$ cat config.mk
export PLATFORM = sky130hd
export DESIGN_NAME = cpu_seq_ctrl_flat
export DESIGN_NICKNAME = d
export VERILOG_FILES = /design/src/rtl/cpu_pkg.sv /design/src/rtl/cpu_seq_ctrl_if.sv /design/src/rtl/cpu_inst_decode.sv /design/src/rtl/cpu_seq_ctrl.sv /design/src/flat_wrapper.sv
export SDC_FILE = /design/constraint.sdc
export NUM_CORES = 1
export LEC_CHECK = 0
export CORE_ASPECT_RATIO = 0.6
export CORE_MARGIN = 2
export CORE_UTILIZATION = 47
export DETAILED_ROUTE_END_ITERATION = 10
export GPL_TIMING_DRIVEN = 0
export HOLD_SLACK_MARGIN = 0.12
export PLACE_DENSITY = 0.8
export RECOVER_POWER = 25
export SYNTH_ARGS = -nofsm -noshare
export SYNTH_HDL_FRONTEND = slang
export SYNTH_SLANG_ARGS = --single-unit
$ cat constraint.sdc
create_clock -name clk -period 1.7 [get_ports clk]
set_input_delay 0.34 -clock clk [delete_from_list [all_inputs] [get_ports clk]]
set_output_delay 0.34 -clock clk [all_outputs]
set_load 0.1 [all_outputs]
$ cat src/rtl/cpu_pkg.sv
// Shared opcode map, sequencer state and decode-record types for the 8-bit accumulator CPU.
// Opcode values are also used by the ALU, so they must stay in step with it.
package cpu_pkg;

    localparam logic [3:0] OP_NOP  = 4'h0;
    localparam logic [3:0] OP_ADD  = 4'h1;
    localparam logic [3:0] OP_SUB  = 4'h2;
    localparam logic [3:0] OP_NOR  = 4'h3;
    localparam logic [3:0] OP_MOVR = 4'h4;
    localparam logic [3:0] OP_MOVA = 4'h5;
    localparam logic [3:0] OP_JZ   = 4'h6;
    localparam logic [3:0] OP_JC   = 4'h7;
    localparam logic [3:0] OP_JMP  = 4'h8;
    localparam logic [3:0] OP_LDI  = 4'h9;
    localparam logic [3:0] OP_SHL  = 4'hB;
    localparam logic [3:0] OP_SHR  = 4'hC;
    localparam logic [3:0] OP_HALT = 4'hF;

    localparam logic [1:0] ACC_SRC_ALU = 2'd0;
    localparam logic [1:0] ACC_SRC_RF  = 2'd1;
    localparam logic [1:0] ACC_SRC_IMM = 2'd2;

    typedef enum logic [2:0] {
        ST_FETCH,
        ST_DECODE,
        ST_FETCH2,
        ST_EXEC,
        ST_HALT
    } state_t;

    typedef enum logic [1:0] {
        BR_NONE,
        BR_JZ,
        BR_JC,
        BR_JMP
    } br_t;

    typedef struct packed {
        logic       alu_op;
        logic       two_byte;
        logic       illegal;
        logic       halt;
        logic       nop;
        logic       acc_we;
        logic       rf_we;
        logic       upd_c;
        logic [1:0] acc_src;
        br_t        br;
    } dec_t;

    function automatic logic is_two_byte(input logic [3:0] op);
        return (op == OP_JZ) || (op == OP_JC) || (op == OP_JMP) || (op == OP_LDI);
    endfunction

endpackage

$ cat src/rtl/cpu_seq_ctrl_if.sv
// Sequencer-facing bundle: fetch port, ALU opcode/flags, accumulator and register-file strobes, status.
// master = the sequencer, slave = memory/ALU/storage side.
interface cpu_seq_ctrl_if #(
    parameter int PC_W = 8
);
    logic            imem_req;
    logic [PC_W-1:0] imem_addr;
    logic [7:0]      imem_rdata;
    logic            imem_ack;
    logic [3:0]      alu_sel;
    logic            alu_z;
    logic            alu_c;
    logic [3:0]      rf_addr;
    logic            rf_we;
    logic            acc_we;
    logic [1:0]      acc_src;
    logic [7:0]      imm;
    logic            flag_z;
    logic            flag_c;
    logic            halted;
    logic            illegal;

    modport master (
        output imem_req, imem_addr, alu_sel, rf_addr, rf_we, acc_we, acc_src,
               imm, flag_z, flag_c, halted, illegal,
        input  imem_rdata, imem_ack, alu_z, alu_c
    );

    modport slave (
        input  imem_req, imem_addr, alu_sel, rf_addr, rf_we, acc_we, acc_src,
               imm, flag_z, flag_c, halted, illegal,
        output imem_rdata, imem_ack, alu_z, alu_c
    );
endinterface

$ cat src/rtl/cpu_inst_decode.sv
// Combinational opcode classifier: ALU/two-byte/illegal/halt flags, strobe class, acc source, branch type.
// Zero latency, no handshake; undefined opcodes are flagged illegal and otherwise behave as NOP.
module cpu_inst_decode
    import cpu_pkg::*;
(
    input  logic [3:0] i_opcode,
    output dec_t       o_dec
);
    always_comb begin
        o_dec          = '0;
        o_dec.two_byte = is_two_byte(i_opcode);
        case (i_opcode)
            OP_NOP: o_dec.nop = 1'b1;
            OP_ADD, OP_SUB, OP_SHL, OP_SHR: begin
                o_dec.alu_op  = 1'b1;
                o_dec.acc_we  = 1'b1;
                o_dec.upd_c   = 1'b1;
                o_dec.acc_src = ACC_SRC_ALU;
            end
            // NOR has no meaningful carry, so it leaves the C flag alone
            OP_NOR: begin
                o_dec.alu_op  = 1'b1;
                o_dec.acc_we  = 1'b1;
                o_dec.acc_src = ACC_SRC_ALU;
            end
            OP_MOVR: begin
                o_dec.acc_we  = 1'b1;
                o_dec.acc_src = ACC_SRC_RF;
            end
            OP_MOVA: o_dec.rf_we = 1'b1;
            OP_JZ:   o_dec.br    = BR_JZ;
            OP_JC:   o_dec.br    = BR_JC;
            OP_JMP:  o_dec.br    = BR_JMP;
            OP_LDI: begin
                o_dec.acc_we  = 1'b1;
                o_dec.acc_src = ACC_SRC_IMM;
            end
            OP_HALT: o_dec.halt    = 1'b1;
            default: o_dec.illegal = 1'b1;
        endcase
    end
endmodule

$ cat src/rtl/cpu_seq_ctrl.sv
// Fetch/decode/execute sequencer owning PC, IR, immediate and Z/C flags; 2-4 cycles per instruction at zero wait.
// Fetches stall indefinitely on imem_ack; synchronous reset aborts any outstanding fetch and masks all strobes.
module cpu_seq_ctrl
    import cpu_pkg::*;
#(
    parameter int              PC_W     = 8,
    parameter logic [PC_W-1:0] RESET_PC = '0
) (
    input  logic           clk,
    input  logic           rst,
    cpu_seq_ctrl_if.master bus
);
    state_t          r_state;
    state_t          w_next;
    logic [PC_W-1:0] r_pc;
    logic [7:0]      r_ir;
    logic [7:0]      r_imm;
    logic            r_flag_z;
    logic            r_flag_c;
    dec_t            w_dec;
    logic            w_take;

    cpu_inst_decode u_dec (
        .i_opcode (r_ir[7:4]),
        .o_dec    (w_dec)
    );

    // Branches test the latched flags only, never the live ALU outputs
    always_comb begin
        w_take = 1'b0;
        case (w_dec.br)
            BR_JZ:   w_take = r_flag_z;
            BR_JC:   w_take = r_flag_c;
            BR_JMP:  w_take = 1'b1;
            default: w_take = 1'b0;
        endcase
    end

    always_ff @(posedge clk) begin
        if (rst) r_state <= ST_FETCH;
        else     r_state <= w_next;
    end

    always_comb begin
        w_next = r_state;
        case (r_state)
            ST_FETCH:  if (bus.imem_ack) w_next = ST_DECODE;
            ST_DECODE: begin
                if (w_dec.two_byte)                w_next = ST_FETCH2;
                else if (w_dec.halt)               w_next = ST_HALT;
                else if (w_dec.illegal || w_dec.nop) w_next = ST_FETCH;
                else                               w_next = ST_EXEC;
            end
            ST_FETCH2: if (bus.imem_ack) w_next = ST_EXEC;
            ST_EXEC:   w_next = ST_FETCH;
            ST_HALT:   w_next = ST_HALT;
            default:   w_next = ST_FETCH;
        endcase
    end

    always_ff @(posedge clk) begin
        if (rst) begin
            r_pc     <= RESET_PC;
            r_ir     <= '0;
            r_imm    <= '0;
            r_flag_z <= 1'b0;
            r_flag_c <= 1'b0;
        end else begin
            case (r_state)
                ST_FETCH: if (bus.imem_ack) begin
                    r_ir <= bus.imem_rdata;
                    r_pc <= r_pc + PC_W'(1);
                end
                ST_FETCH2: if (bus.imem_ack) begin
                    r_imm <= bus.imem_rdata;
                    r_pc  <= r_pc + PC_W'(1);
                end
                ST_EXEC: begin
                    if (w_dec.alu_op) begin
                        r_flag_z <= bus.alu_z;
                        if (w_dec.upd_c) r_flag_c <= bus.alu_c;
                    end
                    if (w_take) r_pc <= PC_W'(r_imm);
                end
                default: ;
            endcase
        end
    end

    always_comb begin
        bus.imem_req = 1'b0;
        bus.alu_sel  = OP_NOP;
        bus.acc_we   = 1'b0;
        bus.rf_we    = 1'b0;
        bus.acc_src  = ACC_SRC_ALU;
        bus.illegal  = 1'b0;
        bus.halted   = 1'b0;
        if (!rst) begin
            case (r_state)
                ST_FETCH, ST_FETCH2: bus.imem_req = 1'b1;
                ST_DECODE:           bus.illegal  = w_dec.illegal;
                ST_EXEC: begin
                    bus.acc_we  = w_dec.acc_we;
                    bus.rf_we   = w_dec.rf_we;
                    bus.acc_src = w_dec.acc_src;
                    if (w_dec.alu_op) bus.alu_sel = r_ir[7:4];
                end
                ST_HALT: bus.halted = 1'b1;
                default: ;
            endcase
        end
    end

    assign bus.imem_addr = r_pc;
    assign bus.rf_addr   = r_ir[3:0];
    assign bus.imm       = r_imm;
    assign bus.flag_z    = r_flag_z;
    assign bus.flag_c    = r_flag_c;
endmodule

$ cat src/flat_wrapper.sv
// flat-port wrapper written by rule: the top's interface ports become plain ports
module cpu_seq_ctrl_flat import cpu_pkg::*;
#(
    parameter int              PC_W     = 8,
    parameter logic [PC_W-1:0] RESET_PC = '0
)
  (clk, rst, bus_imem_req, bus_imem_addr, bus_alu_sel, bus_rf_addr, bus_rf_we, bus_acc_we, bus_acc_src, bus_imm, bus_flag_z, bus_flag_c, bus_halted, bus_illegal, bus_imem_rdata, bus_imem_ack, bus_alu_z, bus_alu_c);
  cpu_seq_ctrl_if #(.PC_W(PC_W)) bus_i ();
  input  logic clk;
  input  logic rst;
  output wire logic [$bits(bus_i.imem_req)-1:0] bus_imem_req;
  output wire logic [$bits(bus_i.imem_addr)-1:0] bus_imem_addr;
  output wire logic [$bits(bus_i.alu_sel)-1:0] bus_alu_sel;
  output wire logic [$bits(bus_i.rf_addr)-1:0] bus_rf_addr;
  output wire logic [$bits(bus_i.rf_we)-1:0] bus_rf_we;
  output wire logic [$bits(bus_i.acc_we)-1:0] bus_acc_we;
  output wire logic [$bits(bus_i.acc_src)-1:0] bus_acc_src;
  output wire logic [$bits(bus_i.imm)-1:0] bus_imm;
  output wire logic [$bits(bus_i.flag_z)-1:0] bus_flag_z;
  output wire logic [$bits(bus_i.flag_c)-1:0] bus_flag_c;
  output wire logic [$bits(bus_i.halted)-1:0] bus_halted;
  output wire logic [$bits(bus_i.illegal)-1:0] bus_illegal;
  input wire logic [$bits(bus_i.imem_rdata)-1:0] bus_imem_rdata;
  input wire logic [$bits(bus_i.imem_ack)-1:0] bus_imem_ack;
  input wire logic [$bits(bus_i.alu_z)-1:0] bus_alu_z;
  input wire logic [$bits(bus_i.alu_c)-1:0] bus_alu_c;
  assign bus_imem_req = bus_i.imem_req;
  assign bus_imem_addr = bus_i.imem_addr;
  assign bus_alu_sel = bus_i.alu_sel;
  assign bus_rf_addr = bus_i.rf_addr;
  assign bus_rf_we = bus_i.rf_we;
  assign bus_acc_we = bus_i.acc_we;
  assign bus_acc_src = bus_i.acc_src;
  assign bus_imm = bus_i.imm;
  assign bus_flag_z = bus_i.flag_z;
  assign bus_flag_c = bus_i.flag_c;
  assign bus_halted = bus_i.halted;
  assign bus_illegal = bus_i.illegal;
  assign bus_i.imem_rdata = bus_imem_rdata;
  assign bus_i.imem_ack = bus_imem_ack;
  assign bus_i.alu_z = bus_alu_z;
  assign bus_i.alu_c = bus_alu_c;
  cpu_seq_ctrl #(.PC_W(PC_W), .RESET_PC(RESET_PC)) u_core (.clk(clk), .rst(rst), .bus(bus_i));
endmodule
==> summary.txt <==
Global route
  • Overflow after GRT: 0
  • Vias in the first global route: 1,499
  • Total GRT Usage: 0.2534
  • First-pass GRT wire length: 7521 um
  • Largest net degree at the start of global routing: 11
  • Initial antenna violation count: 0

Timing
  • Final Skew: slightly above 0.008 ns
  • F_max: 0.4673 GHz
  • Min Clock Period, post-route: 2.140 ns
  • Slew @ Worst Pin: ~0.55 ns
  • Fin. max-slew vios: 0
  • Worst Slack Setup Final: -0.4402 ns
  • Tcrit/Tclk final: 1.259
  • Final Hold Vio Count: 0
  • Final setup violation count: 9
  • RSZ-0062 raised after global routing: yes
  • Rel. slew slack: 0.6322

Detailed routing
  • Vias: 1,844
  • First-pass DRT Iterations: 6
  • Routed len/inst: 16.57 um
  • Post-DRT Antenna Nets: 0
  • Drt first-iter violations: 227
  • Drc violations: 0
  • WL final: 5352 um
  • Via density: 5.709

Floorplanning
  • Die Ht: between 40 and 50 um
  • I/O pins: 46
  • Row count: 16
  • Core Area: 3223 um2
  • Initial Util: 0.4860
  • Chip Width: about 79 um
  • Die ar.: 3826 um2

Logic synthesis
  • Syn avg cell area: between 7 and 8 um2
  • Multiplexer share of the synthesized area: 0.006390
  • Combinational family with the most area after synthesis: simple AND/OR/NAND/NOR gates
  • Synthesized instance count: between 200 and 250
  • Post-synthesis compound-gate area fraction: 0.2252
  • Async set or reset register ratio after synthesis: 0
  • Post-Syn Area: 1567 um2
  • Top FF cell, synth: dfxtp_1
  • Mapped Nets: 218
  • Synth Area in Adders: 0.007987
  • Post-Synth Simple-Gate Area: 0.3219
  • Sequential share of the synthesized area: 0.3706
  • #FFs+latches synth: 29
  • Number of synthesized flops with an enable pin: 0
  • Synthesis Warnings: 0
  • Yosys cell types: 41
  • Post-Synth XOR/XNOR Area: 0

Worst setup path
  • Worst R2R Start: u_core.r_state[2]
  • CP delay by family, top: simple AND/OR/NAND/NOR gates
  • Max FO, Critical Path: 7
  • Worst path slowest cell: dfxtp_4
  • Worst reg-to-reg path cell count: 6
  • CP arrival: 1.80 ns
  • CP startpoint kind: register
  • Critical path type: register to primary output
  • Critical path's largest stage delay: roughly 0.38 ns
  • CP Capture Type: primary output
  • Worst EP required: 1.36 ns
  • Critical R2R Capture: u_core.bus.imem_addr[7]
  • Buf/Inv on CP: 1
  • R2R Setup Slk: 0.02 ns
  • Critical-path cell list: nand2b_4 > a21boi_2 > o21a_1 > nor2_4 > or3_4 > buf_12

Placed design
  • Pre-CTS WS: -1.144 ns
  • Placer congestion estimate: 0.8181
  • HPWL after detailed placement: 3133 um
  • Placed Area: ~2200 um2
  • Buffers added on ports: 44

Worst hold path
  • Hold Path Origin: u_core.r_ir[2]
  • Worst hold path cell count: 2
  • Min-delay worst type: register to register
  • Hold Path End: u_core.r_ir[2]

CTS
  • Max clock buf depth: 2
  • CTS root buf: clkbuf_8
  • CTS tree: built
  • Clock sinks: 29
  • # H-tree levels: 2
  • Num CTS Buffers: 5
  • Post-CTS Hold Buffers: 0
  • Clock transition at path regs: 0.07 ns
  • Worst skew pair latency: 0.29 ns

Cells and area
  • Diode count: 0
  • Design Area, Final: between 2000 and 3000 um2
  • Most frequent cells in the layout: 36 x nand2_1, 28 x buf_4, 27 x a21oi_1, 22 x clkdlybuf4s15_2, 15 x dfxtp_1
  • Layout cells sized above 1: 0.4640
  • Final nets: 291
  • Util after Layout: 0.8393
  • Most common cell after layout, fill and taps aside: nand2_1
  • Area Growth Syn to Fin: 72.68%

Power
  • Max VDD drop: between 500 and 600 uV
  • Pwr per Cell Area: 736.1 nW/um2
  • Leak pwr: 0.0009880 uW

Job
  • Max_cap viols: 0

Outcome
  • Status: finished with violations
  • Failing checks: negative setup slack
==> Yosys cell counts (6+ instances only) <==
cell type / count / share of area
a21oi_1: 28 / 0.089
and2_1: 7 / 0.028
buf_4: 6 / 0.029
clkbuf_1: 10 / 0.024
dfxtp_1: 29 / 0.37
nand2_1: 38 / 0.091
nand2b_1: 6 / 0.024
nand3_1: 8 / 0.026
nor2_1: 18 / 0.043
==> per-stage QoR <==
step	total power, uW	cells	TNS (ns)	hold WS (ns)
5_1_grt	2052	323	-3.048	0.4931
4_1_cts	1919	307	-2.029	0.4647
6_report	1991	323	-2.541	0.4645
3_5_place_dp	1142	293	-17.05	0.4526
2_1_floorplan	1038	204	-3.797	0.4367
3_3_place_gp	1137	293	-16.22	0.4515
==> worst register-to-register path: stages (launching register included) <==
cell     delay (ns)
dfxtp_4        0.37
buf_4          0.15
nor3b_4        0.33
and3_4         0.29
nand3_2        0.11
o22a_1         0.23
a21oi_1        0.14
==> power breakdown <==
group,switching [uW],internal [uW]
Clock,294,478
Sequential,31.2,704
Combinational,305,180
Total,630,1360
==> worst max path at each step <==
stage | startpoint | endpoint | slack, ns | cells after the start
6_report | u_core.r_ir[5] | bus_acc_we | -0.44 | 6
2_1_floorplan | u_core.r_state[0] | bus_acc_we | -1.12 | 6
5_1_grt | u_core.r_ir[5] | bus_acc_we | -0.50 | 6
3_5_place_dp | u_core.r_state[0] | bus_acc_we | -1.14 | 7
4_1_cts | u_core.r_ir[5] | bus_acc_we | -0.42 | 7
3_3_place_gp | u_core.r_state[0] | bus_acc_we | -1.13 | 7
==> kinds of logic after synthesis <==
kind of cell / after synthesis
compound gates: 54
fa+ha+maj: 1
buf+inv: 20
simple gates: 99
mux: 1
flops: 29
==> flip-flops by register name, summed over array words and instances, names as in the netlist <==
name and count:
u_core.bus.imem_addr 8, u_core.bus.imm 8, u_core.r_ir 8, u_core.r_state 3, u_core.bus.flag_c 1, u_core.bus.flag_z 1
==> metal layers <==
| metal | part of all wire | routed length, um | global-route usage |
|---|---|---|---|
| met5 | 0 | 0 | 0 |
| met4 | 0.034 | 184 | 0.06140 |
| met3 | 0.11 | 585 | 0.08396 |
| met2 | 0.42 | 2231 | 0.3476 |
| met1 | 0.44 | 2351 | 0.3803 |
==> timing repair <==
item / in CTS / in global routing
gates resized for setup: 182 / 26
endpoints found under the setup margin: 39 / 24
pin swaps: 5 / 13
buffers inserted: 7 / 17
==> cell type report <==
class / count / area, um2
Sequential cell: 29 / 613.1
Buffer: 16 / 122.6
Multi-Input combinational cell: 155 / 1044
Clock inverter: 2 / 36.28
Inverter: 2 / 7.507
Timing Repair Buffer: 68 / 743.2
Tap cell: 45 / 56.30
Fill cell: 179 / 518.0
Clock buffer: 6 / 82.58
No activity file was read; power rests on OpenSTA's default activity.
